**config.mk**
```make
export PLATFORM = sky130hd
export DESIGN_NAME = finish_collector
export DESIGN_NICKNAME = d
export VERILOG_FILES = /design/src/rtl/team12_collect_pkg.sv /design/src/rtl/result_fifo.sv /design/src/rtl/finish_collector.sv
export SDC_FILE = /design/constraint.sdc
export NUM_CORES = 1
export LEC_CHECK = 0
export CAP_MARGIN = 5
export CORE_ASPECT_RATIO = 1.25
export CORE_MARGIN = 1
export CORE_UTILIZATION = 35
export CTS_BUF_LIST = sky130_fd_sc_hd__clkbuf_8
export CTS_CLUSTER_SIZE = 12
export DETAILED_ROUTE_END_ITERATION = 12
export HOLD_SLACK_MARGIN = 0.02
export SKIP_LAST_GASP = 1
export SLEW_MARGIN = 40
export SYNTH_ARGS = -nofsm -noshare
export SYNTH_HDL_FRONTEND = slang
export SYNTH_HIERARCHICAL = 1
export SYNTH_SLANG_ARGS = --single-unit
```
**constraint.sdc**
```tcl
create_clock -name MHz10 -period 21.3 [get_ports MHz10]
set_clock_uncertainty 0.1 [all_clocks]
set_input_delay 6.39 -clock MHz10 [delete_from_list [all_inputs] [get_ports MHz10]]
set_output_delay 6.39 -clock MHz10 [all_outputs]
set_load 0.02 [all_outputs]
```
**src/rtl/team12_collect_pkg.sv**
```systemverilog
// Shared definitions for the finish collector: default geometry, the
// unit-index width helper and the packed result-FIFO entry.
package team12_collect_pkg;

  localparam int DEF_N     = 13;
  localparam int DEF_DW    = 16;
  localparam int DEF_DEPTH = 4;

  // Width of a unit index; a single-unit system still needs one bit.
  function automatic int id_width(input int n);
    return (n > 1) ? $clog2(n) : 1;
  endfunction

  localparam int ENTRY_ID_W = id_width(DEF_N);
  localparam int ENTRY_DW   = DEF_DW;

  // One queued completion: which unit finished and what it produced.
  // Fields are sized for the default geometry.
  typedef struct packed {
    logic [ENTRY_ID_W-1:0] id;
    logic [ENTRY_DW-1:0]   data;
  } fifo_entry_t;

endpackage

```
**src/rtl/result_fifo.sv**
```systemverilog
// Small synchronous FIFO holding completed results.
// Pointers carry one extra wrap bit so full and empty are told apart by
// comparing the MSBs. The head entry is read combinationally.
// Storage is not reset; only the pointers are.
module result_fifo #(
  parameter int DEPTH = 4,
  parameter int W     = 20
) (
  input  logic         clk,
  input  logic         nrst,
  input  logic         push,
  input  logic [W-1:0] push_data,
  input  logic         pop,
  output logic [W-1:0] head,
  output logic         full,
  output logic         empty
);

  localparam int AW = $clog2(DEPTH);

  logic [AW:0]  wr_ptr;
  logic [AW:0]  rd_ptr;
  logic [W-1:0] mem [DEPTH];

  // Pointer advance; the caller only pushes when space exists (or a pop
  // frees it in the same cycle) and only pops a valid head.
  always_ff @(posedge clk or negedge nrst) begin
    if (!nrst) begin
      wr_ptr <= '0;
      rd_ptr <= '0;
    end else begin
      if (push) wr_ptr <= wr_ptr + (AW+1)'(1);
      if (pop)  rd_ptr <= rd_ptr + (AW+1)'(1);
    end
  end

  // Entry storage write.
  always_ff @(posedge clk) begin
    if (push) mem[wr_ptr[AW-1:0]] <= push_data;
  end

  assign head  = mem[rd_ptr[AW-1:0]];
  assign empty = (wr_ptr == rd_ptr);
  assign full  = (wr_ptr[AW] != rd_ptr[AW]) &&
                 (wr_ptr[AW-1:0] == rd_ptr[AW-1:0]);

endmodule

```
**src/rtl/finish_collector.sv**
```systemverilog
// Collects completion requests from N worker units, grants one per cycle
// in round-robin order, queues {unit id, result} in a small FIFO and
// tracks which units are idle for the start arbiter.
// Optional statistics: define FINISH_COLLECTOR_STATS_EN to add the
// saturating done_count output.
module finish_collector
  import team12_collect_pkg::*;
#(
  parameter int N     = DEF_N,
  parameter int DW    = DEF_DW,
  parameter int DEPTH = DEF_DEPTH
) (
  input  logic                 MHz10,
  input  logic                 nrst,
  input  logic                 en,
  input  logic [N-1:0]         start_in,
  input  logic [N-1:0]         done_req,
  input  logic [N*DW-1:0]      done_data,
  output logic [N-1:0]         done_ack,
  output logic [N-1:0]         avail,
  output logic                 out_valid,
  input  logic                 out_ready,
  output logic [$clog2(N)-1:0] out_id,
  output logic [DW-1:0]        out_data,
  output logic                 spurious
`ifdef FINISH_COLLECTOR_STATS_EN
  ,
  output logic [15:0]          done_count
`endif
);

  localparam int ID_W = $clog2(N);

  logic [N-1:0]    busy;
  logic [ID_W-1:0] last_grant;
  logic [N-1:0]    candidates;
  logic            grant_valid;
  logic [ID_W-1:0] grant_idx;
  logic            grant_fire;
  logic            pop_fire;
  logic            fifo_full;
  logic            fifo_empty;
  fifo_entry_t     push_entry;
  fifo_entry_t     head_entry;
  logic [DW-1:0]   unit_data [N];

  // Split the flat result bus into one word per unit.
  generate
    for (genvar gi = 0; gi < N; gi++) begin : g_unit_data
      assign unit_data[gi] = done_data[gi*DW +: DW];
    end
  endgenerate

  // Only busy units may complete; a request from an idle unit is spurious.
  assign candidates = done_req & busy;
  assign avail      = ~busy;

  // Round-robin search starting just after the last granted unit.
  always_comb begin
    logic [ID_W:0] slot;
    grant_valid = 1'b0;
    grant_idx   = '0;
    slot        = '0;
    for (int k = 1; k <= N; k++) begin
      slot = {1'b0, last_grant} + (ID_W+1)'(k);
      if (slot >= (ID_W+1)'(N)) slot = slot - (ID_W+1)'(N);
      if (!grant_valid && candidates[slot[ID_W-1:0]]) begin
        grant_valid = 1'b1;
        grant_idx   = slot[ID_W-1:0];
      end
    end
  end

  // A pop frees a slot in the same cycle, so a full FIFO can still accept.
  assign out_valid  = en & ~fifo_empty;
  assign pop_fire   = out_valid & out_ready;
  assign grant_fire = grant_valid & en & (~fifo_full | pop_fire);
  assign done_ack   = grant_fire ? ({{(N-1){1'b0}}, 1'b1} << grant_idx) : '0;

  // Build the entry pushed for the granted unit.
  always_comb begin
    push_entry      = '0;
    push_entry.id   = ENTRY_ID_W'(grant_idx);
    push_entry.data = ENTRY_DW'(unit_data[grant_idx]);
  end

  // Head fields read as zero whenever there is nothing valid to show.
  assign out_id   = out_valid ? ID_W'(head_entry.id) : '0;
  assign out_data = out_valid ? DW'(head_entry.data) : '0;

  // Busy tracking: a grant clears its unit, a start sets it; start wins.
  always_ff @(posedge MHz10 or negedge nrst) begin
    if (!nrst) begin
      busy <= '0;
    end else if (en) begin
      busy <= (busy & ~done_ack) | start_in;
    end
  end

  // Round-robin pointer; reset to N-1 so unit 0 is searched first.
  always_ff @(posedge MHz10 or negedge nrst) begin
    if (!nrst) begin
      last_grant <= ID_W'(N-1);
    end else if (grant_fire) begin
      last_grant <= grant_idx;
    end
  end

  // Sticky error: request from an idle unit, or start colliding with a grant.
  always_ff @(posedge MHz10 or negedge nrst) begin
    if (!nrst) begin
      spurious <= 1'b0;
    end else if (en && ((|(done_req & ~busy)) || (|(start_in & done_ack)))) begin
      spurious <= 1'b1;
    end
  end

`ifdef FINISH_COLLECTOR_STATS_EN
  // Saturating count of granted completions.
  always_ff @(posedge MHz10 or negedge nrst) begin
    if (!nrst) begin
      done_count <= '0;
    end else if (grant_fire && (done_count != 16'hFFFF)) begin
      done_count <= done_count + 16'd1;
    end
  end
`endif

  result_fifo #(
    .DEPTH (DEPTH),
    .W     ($bits(fifo_entry_t))
  ) u_result_fifo (
    .clk       (MHz10),
    .nrst      (nrst),
    .push      (grant_fire),
    .push_data (push_entry),
    .pop       (pop_fire),
    .head      (head_entry),
    .full      (fifo_full),
    .empty     (fifo_empty)
  );

endmodule

```
==> flow_summary.ini <==
[outcome]
outcome = complete, no violations

[die]
die_y_um = 209
die_x_um = 167
num_io_pins = 286
die_area_um2 = 34900
core_area_um2 = 33600
start_util = 0.356
rows = 75

[yosys]
synth_area_leaders = edfxtp_1, mux2i_1, mux4_2
yosysMostFrequentCell = mux2i_1
synthCells = 1324
synth-seq-area-share = 0.252
ys_ff_latch = 104
netlist_area_um2 = 11900
yosysWarnings = 6
async_flop_share = 0.231
netlist_top_cells_count = mux2i_1, nand2_1, edfxtp_1
synth_fp_nets = 1586
synth_enable_flop_cells = 80
yosys.area.top_type_share = 0.201
ys_types = 119
synthFlopType = edfxtp_1
yosysTopAreaCell = edfxtp_1
avgSynthCellArea_um2 = 9.02

[detailed_routing]
drc = 0
vias = 12300
wl_per_cell_um = 27.5
firstDrtPassIters = 6
drtAntennaViolNets = 0
wirelength_um = 54300
drtIter0Drc = 1329
viasPerCell = 6.23

[critical_path]
crit_chain = clkdlybuf4s50_1 > nand2_1 > mux4_2 > mux2_2 > a21oi_1 > a21oi_1 > and2_1 > and3_1 > nand4b_1 > or4b_1 > o211ai_1 > o21ai_4 > buf_4 > nand2_1 > nor2_1 > clkdlybuf4s50_1
ff2ff_path_depth = 20
worstReg2RegStart = last_grant[0]
cp-start-kind = input pin
startpoint = done_req[2]
worstPathRequired_ns = 14.81
critPathCaptureType = output port
critPathArrivalTime_ns = 12.44
path_max_fanout = 33
worst_path_max_delay_cell = o21ai_4
critPathKind = input pin to output port
cp-endpoint = done_ack[11]
r2r-end = u_result_fifo/mem[3][1]
r2r_slack_ns = 12.44
slowest_delay_ns = 0.68

[global_routing]
antenna_found_initial = 2
grt.overflow.total = 0
global_route.usage.met1 = 0.344
grt_pass1_wl_um = 79700
grt.total_usage = 0.311
grt_max_degree = 65
first_global_vias = 12300
top_usage_layer = met2
grt_util_met2 = 0.557
grt_use_met3 = 0.0489

[clock_network]
h-tree-depth = 3
path_clk_slew_ns = 0.10
cts_buffer_depth = 2
numCtsBuffers = 9
cts_tree = done
clkLatencyLatePin_ns = 0.39
post_cts_buffers = 0
cts_hold_buffers = 0
clock_sinks = 104
cts_resized = 0
clockRootBuffer = clkbuf_8

[timing]
slew_viol_final = 0
worst_slew_pin_slew_ns = 0.829
slew_headroom = 0.441
finalCriticalPeriod_ns = 18.93
fin_tns_setup_ns = 0
max_freq_ghz = 0.0528
finalCritPeriodShare = 0.889
setup_violations = 0
hold_viol_final = 0
grt_setup_unrepaired = no

[placed_design]
io_buffer_count = 285
place.gp.congestion = 1.03
dp_hpwl_um = 43700

[run]
drv_cap = 0

[final_layout]
fillers = 3354
area_growth_pct = 27.1
regArea_um2 = 3010
drive_gt1_frac = 0.0879
num-nets-final = 1805
post-route-util = 0.452
multi_input_area_um2 = 8310

[min_path]
worstHoldPathType = flip-flop to flip-flop
worst max-delay path, delay by kind of cell:
kind,cells,cell delay [ns]
muxes,2,0.89
and+or+nand+nor,7,2.02
buffers and inverters,3,1.84
AOI/OAI and AO/OA,4,1.28
flip-flops by register name (all words and copies together), names as in the netlist:
name / count
spurious: 1
u_result_fifo/mem: 80
last_grant: 4
u_result_fifo/wr_ptr: 3
busy: 13
u_result_fifo/rd_ptr: 3
metrics by stage:
step           setup WS (ns)  instances  hold WS (ns)  cell area [um2]
2_1_floorplan           5.07       1324         0.362            11900
3_3_place_gp            2.51       1954         0.380            15000
3_5_place_dp            2.43       1954         0.385            15000
4_1_cts                 2.40       1970         0.404            15200
5_1_grt                 2.04       1973         0.426            15200
6_report                2.37       1973         0.406            15200
kinds of logic after synthesis:
kind of cell	after synthesis	share of synthesized area
fa+ha+maj	24	0.0251
xor+xnor	35	0.0269
buf+inv	136	0.0580
flops	104	0.252
mux	227	0.222
compound gates	406	0.247
simple gates	392	0.169
worst min path at each step:
stage,endpoint,from,cells after the start,slack [ns]
final,u_result_fifo/rd_ptr[2],u_result_fifo/rd_ptr[2],1,0.41
after CTS,u_result_fifo/rd_ptr[2],u_result_fifo/rd_ptr[2],1,0.40
after detailed placement,u_result_fifo/rd_ptr[2],u_result_fifo/rd_ptr[2],1,0.39
after floorplan,u_result_fifo/wr_ptr[2],u_result_fifo/wr_ptr[2],1,0.36
after global routing,u_result_fifo/wr_ptr[2],u_result_fifo/wr_ptr[2],1,0.43
after global placement,u_result_fifo/wr_ptr[2],u_result_fifo/wr_ptr[2],1,0.38
final cells by class:
type | instances | share of cell area
clock inverters | 7 | 0.00362
clock buffers | 9 | 0.00815
inverters | 38 | 0.00980
repair buffers | 306 | 0.199
multi-input cells | 1084 | 0.547
well taps | 423 | 0.0348
diodes | 2 | 0.000329
flip-flops and latches | 104 | 0.198
placed cells by master, fill, tap and decap left out, drive strengths merged, types with 8 or more instances in the layout:
master         instances
o221ai                10
a22oi                 39
and3                  11
o21a                   9
a221oi                 8
or2                    9
o31ai                 10
mux2                   9
nand2                121
and2                  51
nand3                 30
a32oi                 10
inv                   36
nor2                  61
o22ai                 14
a31oi                 18
o21ai                 72
xnor2                 26
mux2i                190
a21oi                 73
mux4                  28
xor2                   9
nand3b                 8
clkinv                 8
edfxtp                80
clkbuf                 9
clkdlybuf4s50        285
nor2b                 12
nand2b                18
nor3                  30
a211o                  9
dfrtp                 22
a21o                   8
nand4                  9
o211ai                24
ha                    24
buf                   21
a211oi                24
per-layer routing:
| metal | vias up | wire length [um] |
|---|---|---|
| met4 | 0 | 3360 |
| li1 | 5565 | - |
| met5 | - | 0 |
| met1 | 5886 | 19400 |
| met2 | 694 | 27600 |
| met3 | 156 | 3920 |
Power is left out: the tool's default activity adds up to more than one toggle a clock period on the data nets, which glitch-free logic cannot reach.
